`src/rtl/mmio_fifo_pkg.sv`:
```
`default_nettype none
// ============================================================================
//  Module      : mmio_fifo_pkg
//  Description : Shared types and constants for the MMIO data FIFO.
//  Revision    : 1.0
// ============================================================================
package mmio_fifo_pkg;

    // MMIO address at which the AFU exposes the FIFO status word
    localparam logic [15:0] FIFO_STATUS_ADDR = 16'h0022;

    typedef struct packed {
        logic        ovf;
        logic        udf;
        logic        full;
        logic        empty;
        logic [27:0] rsvd;
        logic [31:0] count;
    } t_fifo_status;

    function automatic t_fifo_status pack_status(
        input logic        ovf,
        input logic        udf,
        input logic        full,
        input logic        empty,
        input logic [31:0] count
    );
        t_fifo_status s;
        s.ovf   = ovf;
        s.udf   = udf;
        s.full  = full;
        s.empty = empty;
        s.rsvd  = '0;
        s.count = count;
        return s;
    endfunction

endpackage : mmio_fifo_pkg
`default_nettype wire

```
`src/rtl/fifo_mem.sv`:
```
`default_nettype none
// ============================================================================
//  Module      : fifo_mem
//  Description : Simple dual-port RAM, one write port and one registered read
//                port with synchronous clear of the read register.
//  Revision    : 1.0
// ============================================================================
module fifo_mem
    import mmio_fifo_pkg::*;
#(
    parameter int DEPTH = 16,
    parameter int DW    = 64,
    localparam int AW   = $clog2(DEPTH)
) (
    input  logic          clk,
    input  logic          rst,
    input  logic          we_i,
    input  logic [AW-1:0] waddr_i,
    input  logic [DW-1:0] wdata_i,
    input  logic          re_i,
    input  logic [AW-1:0] raddr_i,
    output logic [DW-1:0] rdata_o
);

    logic [DW-1:0] mem_q [DEPTH];
    logic [DW-1:0] rdata_q;

    // Storage array carries no reset so it maps onto block RAM
    always_ff @(posedge clk) begin
        if (we_i) begin
            mem_q[waddr_i] <= wdata_i;
        end
    end

    // Read-before-write: a same-address write in this cycle is not seen
    always_ff @(posedge clk) begin
        if (rst) begin
            rdata_q <= '0;
        end else if (re_i) begin
            rdata_q <= mem_q[raddr_i];
        end
    end

    assign rdata_o = rdata_q;

endmodule : fifo_mem
`default_nettype wire

```
`src/rtl/mmio_data_fifo.sv`:
```
`default_nettype none
// ============================================================================
//  Module      : mmio_data_fifo
//  Description : 64-bit synchronous FIFO behind the MMIO AFU with occupancy,
//                full/empty and sticky overflow/underflow status.
//  Revision    : 1.0
// ============================================================================
module mmio_data_fifo
    import mmio_fifo_pkg::*;
#(
    parameter int DEPTH = 16,
    parameter int DW    = 64,
    localparam int AW   = $clog2(DEPTH),
    localparam int CW   = $clog2(DEPTH) + 1
) (
    input  logic          clk,
    input  logic          rst,
    input  logic          en,
    input  logic [DW-1:0] d,
    input  logic          rd_en,
    output logic [DW-1:0] q,
    output logic          q_valid,
    output logic          full,
    output logic          empty,
    output logic [CW-1:0] count,
    output logic          ovf,
    output logic          udf,
    input  logic          clr_err,
    output logic [63:0]   status
);

    localparam logic [CW-1:0] C_DEPTH = CW'(DEPTH);

    logic [AW-1:0] wr_ptr_q, wr_ptr_d;
    logic [AW-1:0] rd_ptr_q, rd_ptr_d;
    logic [CW-1:0] count_q,  count_d;
    logic          q_valid_q, q_valid_d;
    logic          ovf_q,    ovf_d;
    logic          udf_q,    udf_d;

    logic          w_full;
    logic          w_empty;
    logic          w_push_ok;
    logic          w_pop_ok;
    t_fifo_status  w_status;

    assign w_full  = (count_q == C_DEPTH);
    assign w_empty = (count_q == '0);

    // A push into a full FIFO is still taken when a pop frees the slot
    assign w_pop_ok  = rd_en && !w_empty;
    assign w_push_ok = en && (!w_full || rd_en);

    always_comb begin
        wr_ptr_d  = wr_ptr_q;
        rd_ptr_d  = rd_ptr_q;
        count_d   = count_q;
        q_valid_d = w_pop_ok;
        ovf_d     = ovf_q;
        udf_d     = udf_q;

        if (w_push_ok) begin
            wr_ptr_d = wr_ptr_q + AW'(1);
        end
        if (w_pop_ok) begin
            rd_ptr_d = rd_ptr_q + AW'(1);
        end

        case ({w_push_ok, w_pop_ok})
            2'b10:   count_d = count_q + CW'(1);
            2'b01:   count_d = count_q - CW'(1);
            default: count_d = count_q;
        endcase

        // A fresh error in the clearing cycle keeps its flag set
        if (clr_err) begin
            ovf_d = 1'b0;
            udf_d = 1'b0;
        end
        if (en && !w_push_ok) begin
            ovf_d = 1'b1;
        end
        if (rd_en && w_empty) begin
            udf_d = 1'b1;
        end
    end

    always_ff @(posedge clk) begin
        if (rst) begin
            wr_ptr_q  <= '0;
            rd_ptr_q  <= '0;
            count_q   <= '0;
            q_valid_q <= 1'b0;
            ovf_q     <= 1'b0;
            udf_q     <= 1'b0;
        end else begin
            wr_ptr_q  <= wr_ptr_d;
            rd_ptr_q  <= rd_ptr_d;
            count_q   <= count_d;
            q_valid_q <= q_valid_d;
            ovf_q     <= ovf_d;
            udf_q     <= udf_d;
        end
    end

    fifo_mem #(
        .DEPTH (DEPTH),
        .DW    (DW)
    ) u_mem (
        .clk     (clk),
        .rst     (rst),
        .we_i    (w_push_ok && !rst),
        .waddr_i (wr_ptr_q),
        .wdata_i (d),
        .re_i    (w_pop_ok),
        .raddr_i (rd_ptr_q),
        .rdata_o (q)
    );

    assign w_status = pack_status(ovf_q, udf_q, w_full, w_empty, 32'(count_q));

    assign q_valid = q_valid_q;
    assign full    = w_full;
    assign empty   = w_empty;
    assign count   = count_q;
    assign ovf     = ovf_q;
    assign udf     = udf_q;
    assign status  = w_status;

endmodule : mmio_data_fifo
`default_nettype wire

```
`config.mk`:
```
export PLATFORM = sky130hd
export DESIGN_NAME = mmio_data_fifo
export DESIGN_NICKNAME = d
export VERILOG_FILES = /design/src/rtl/mmio_fifo_pkg.sv /design/src/rtl/fifo_mem.sv /design/src/rtl/mmio_data_fifo.sv
export SDC_FILE = /design/constraint.sdc
export NUM_CORES = 1
export LEC_CHECK = 0
export ABC_AREA = 1
export CAP_MARGIN = 20
export CORE_MARGIN = 2
export CORE_UTILIZATION = 45
export DETAILED_ROUTE_END_ITERATION = 6
export MAX_ROUTING_LAYER = met4
export SYNTH_ARGS = -nofsm -noshare
export SYNTH_HDL_FRONTEND = slang
export SYNTH_SLANG_ARGS = --single-unit
```
`constraint.sdc`:
```
create_clock -name clk -period 5.01 [get_ports clk]
set_clock_uncertainty 0.05 [all_clocks]
set_input_delay 1.002 -clock clk [delete_from_list [all_inputs] [get_ports clk]]
set_output_delay 1.002 -clock clk [all_outputs]
set_load 0.05 [all_outputs]
```
==> impl_metrics.py <==
metrics = {
    "hold_path": {
        "hold_start": "udf",
        "min_path_type": "reg -> reg",
    },
    "logic_synthesis": {
        "ys_warn_count": 0,
        "avgSynthCellArea_um2": 10.4,
        "yosysUniqueCellTypes": 23,
        "synth-seq-cells": 1104,
        "syn-instance-count": 4535,
        "ys_top_cells_by_count": "nand2_1 (1622), edfxtp_1 (1024), nand3_1 (715)",
        "yosysSeqAreaShare_pct": 68.6,
        "netlist_area_um2": 47100,
        "synth_edf_count": 1024,
        "async_flop_share_pct": 0,
        "synth_top_area_share_pct": 65.2,
        "yosys.cell_count.top_type": "nand2_1",
        "netlist_top_cells_area": "edfxtp_1 (65%), nand2_1 (13%), nand3_1 (7.6%)",
        "ys.flop_type": "edfxtp_1",
        "yosys.area.top_type": "edfxtp_1",
    },
    "critical_path": {
        "path_max_fanout": 5,
        "slowest_stage": "clkdlybuf4s50_1",
        "critPathMaxStageDelay_ns": 0.85,
        "path_cells": "inv_1 -> nand3_1 -> nor2_1 -> clkdlybuf4s50_1",
        "worst-setup-path-type": "reg -> out",
        "crit-reg2reg-launch": "rd_ptr_q[0]",
        "arrival_ns": 2.33,
        "end_kind": "primary output",
        "setup.worst_path.start": "count[1]",
        "start_kind": "flip-flop",
        "worstPathRequired_ns": 3.96,
    },
    "global_route": {
        "antenna_found_initial": 3,
        "grt_overflow": 0,
        "track_usage_pct": 22.6,
        "grt_pass1_vias": 29500,
        "grt_pass1_wl_mm": 180,
        "grt_max_degree": 173,
    },
    "clock_tree": {
        "clock_latency_ns": 0.68,
        "cts_sinks": 1104,
        "htree_levels": 3,
        "clock_path_buffers": 3,
        "cts_tree": "yes",
        "cts_made_buffers": 113,
        "ctsHoldBuffers": 0,
        "cts_resized": 0,
        "clockRootBuffer": "clkbuf_16",
        "clk_pin_slew_ns": 0.07,
        "cts_setup_buffers": 0,
    },
    "cells_and_area": {
        "nFillCells": 9134,
        "final_layout_size_suffix_gt1_share_pct": 5.21,
        "synthToLayoutAreaGrowth_pct": 12.7,
        "n_antenna_cell": 0,
        "nets": 4687,
    },
    "detailed_routing": {
        "avgViaCountPerCell": 5.06,
        "drc": 0,
        "antenna_left": 0,
        "drt-initial-drc-count": 2743,
        "finalWirelength_mm": 118,
        "wire_per_inst_um": 19.5,
        "drt_pass1_iterations": 5,
        "vias": 30800,
    },
    "timing": {
        "rsz0062_at_grt": "no",
        "fmax_mhz": 296,
        "slew_headroom_pct": 29.1,
        "post-route-period-util_pct": 67.5,
        "setup_violations": 0,
        "holdWs_ns": 0.452,
        "period_needed_ns": 3.38,
        "tightest_slew_ns": 1.06,
        "drv_slew": 0,
        "setup-tns-final_ns": 0,
        "hold_violations": 0,
    },
    "floorplan": {
        "row_count": 118,
        "die_h_um": 328,
        "fp.dieW_um": 328,
        "io_pins": 207,
        "core_area_um2": 104000,
        "die_area_um2": 107000,
        "initial_core_util_pct": 45.5,
    },
    "flow_run": {
        "drv_cap": 0,
    },
    "placement": {
        "hpwl_mm": 62.6,
        "gp_congestion": 0.793,
        "port_buffers": 151,
    },
    "run_status": {
        "status": "completed",
    },
    "power_and_ir_drop": {
        "powerDensity_nw_per_um2": 487,
        "ir_drop_mv": 0.471,
        "p_leak_uw": 0.0219,
    },
}
-- path summary, 6_finish.rpt --
kind	end	slack, ns	cells after the start
worst min-delay path	udf	0.45	2
worst max-delay path	status[61]	1.63	4
worst min register to register	udf	0.45	2
worst max register to register	u_mem.rdata_o[4]	2.08	10
-- report_power, final --
part	total [uW]	leakage (uW)	internal, uW	switching (uW)
logic	6650	0.0102	1910	4740
clock network	8430	0.00182	4960	3470
registers	10800	0.00989	10400	367
total	25800	0.0219	17300	8580
-- routing by layer --
layer / track usage (%) / wire [um]
met4: 6.06 / 2620
met5: - / 0
met2: 36.7 / 57400
met1: 30.1 / 51900
met3: 2.83 / 6490
-- layout make-up --
| cell class | count | area (um^2) | area share (%) |
|---|---|---|---|
| clock inverters | 66 | 618 | 1.16 |
| clock buffers | 145 | 3100 | 5.84 |
| well taps | 1380 | 1730 | 3.25 |
| repair buffers | 203 | 2110 | 3.98 |
| inverters | 600 | 2290 | 4.31 |
| multi-input cells | 2586 | 10900 | 20.5 |
| flip-flops and latches | 1104 | 32400 | 61.0 |
-- registers in the layout (all words and copies together) (netlist names) --
| register | flops |
|---|---|
| count | 5 |
| ovf | 1 |
| q_valid | 1 |
| rd_ptr_q | 4 |
| u_mem.mem_q | 1024 |
| u_mem.rdata_o | 64 |
| udf | 1 |
| wr_ptr_q | 4 |
-- stage by stage --
stage	total power, uW	utilization, %	setup WS (ns)	std cells	instance area (um^2)
floorplan	15800	-	0.146	4589	47300
global placement	17600	47.6	1.27	5873	49400
detailed placement	17600	47.6	1.24	5873	49400
CTS	26100	51.2	1.55	6084	53100
global route	27100	51.2	1.50	6084	53100
finish	25800	51.2	1.63	6084	53100
-- critical path, delay by kind of cell, from the launching register on --
family        cells  cell delay (ns)
buf+inv           2             0.99
flops             1             0.36
simple gates      2             0.31
-- cell families (layout without fill, tap and decap cells) --
logic type      Yosys count  in the layout  share of synthesized area (%)
simple gates           2492           2492                           21.8
flops                  1104           1104                           68.6
buf+inv                 899           1014                           8.94
compound gates           23             23                          0.250
fa+ha+maj                10             10                          0.281
xor+xnor                  6              6                          0.112
other cells               1             55                        0.00796
-- placed cells by master (no fill, tap or decap), types with 14 or more instances in the layout --
cell type / instances
conb_1: 55
buf_12: 17
clkbuf_1: 21
clkbuf_16: 117
nor2_1: 136
clkinv_1: 27
edfxtp_1: 1024
a21oi_1: 14
buf_4: 36
clkinv_2: 20
nand3_1: 715
clkdlybuf4s50_1: 150
dfxtp_1: 76
nand2_1: 1622
inv_1: 593
nor2_4: 16
(Power assumes the default switching activity.)
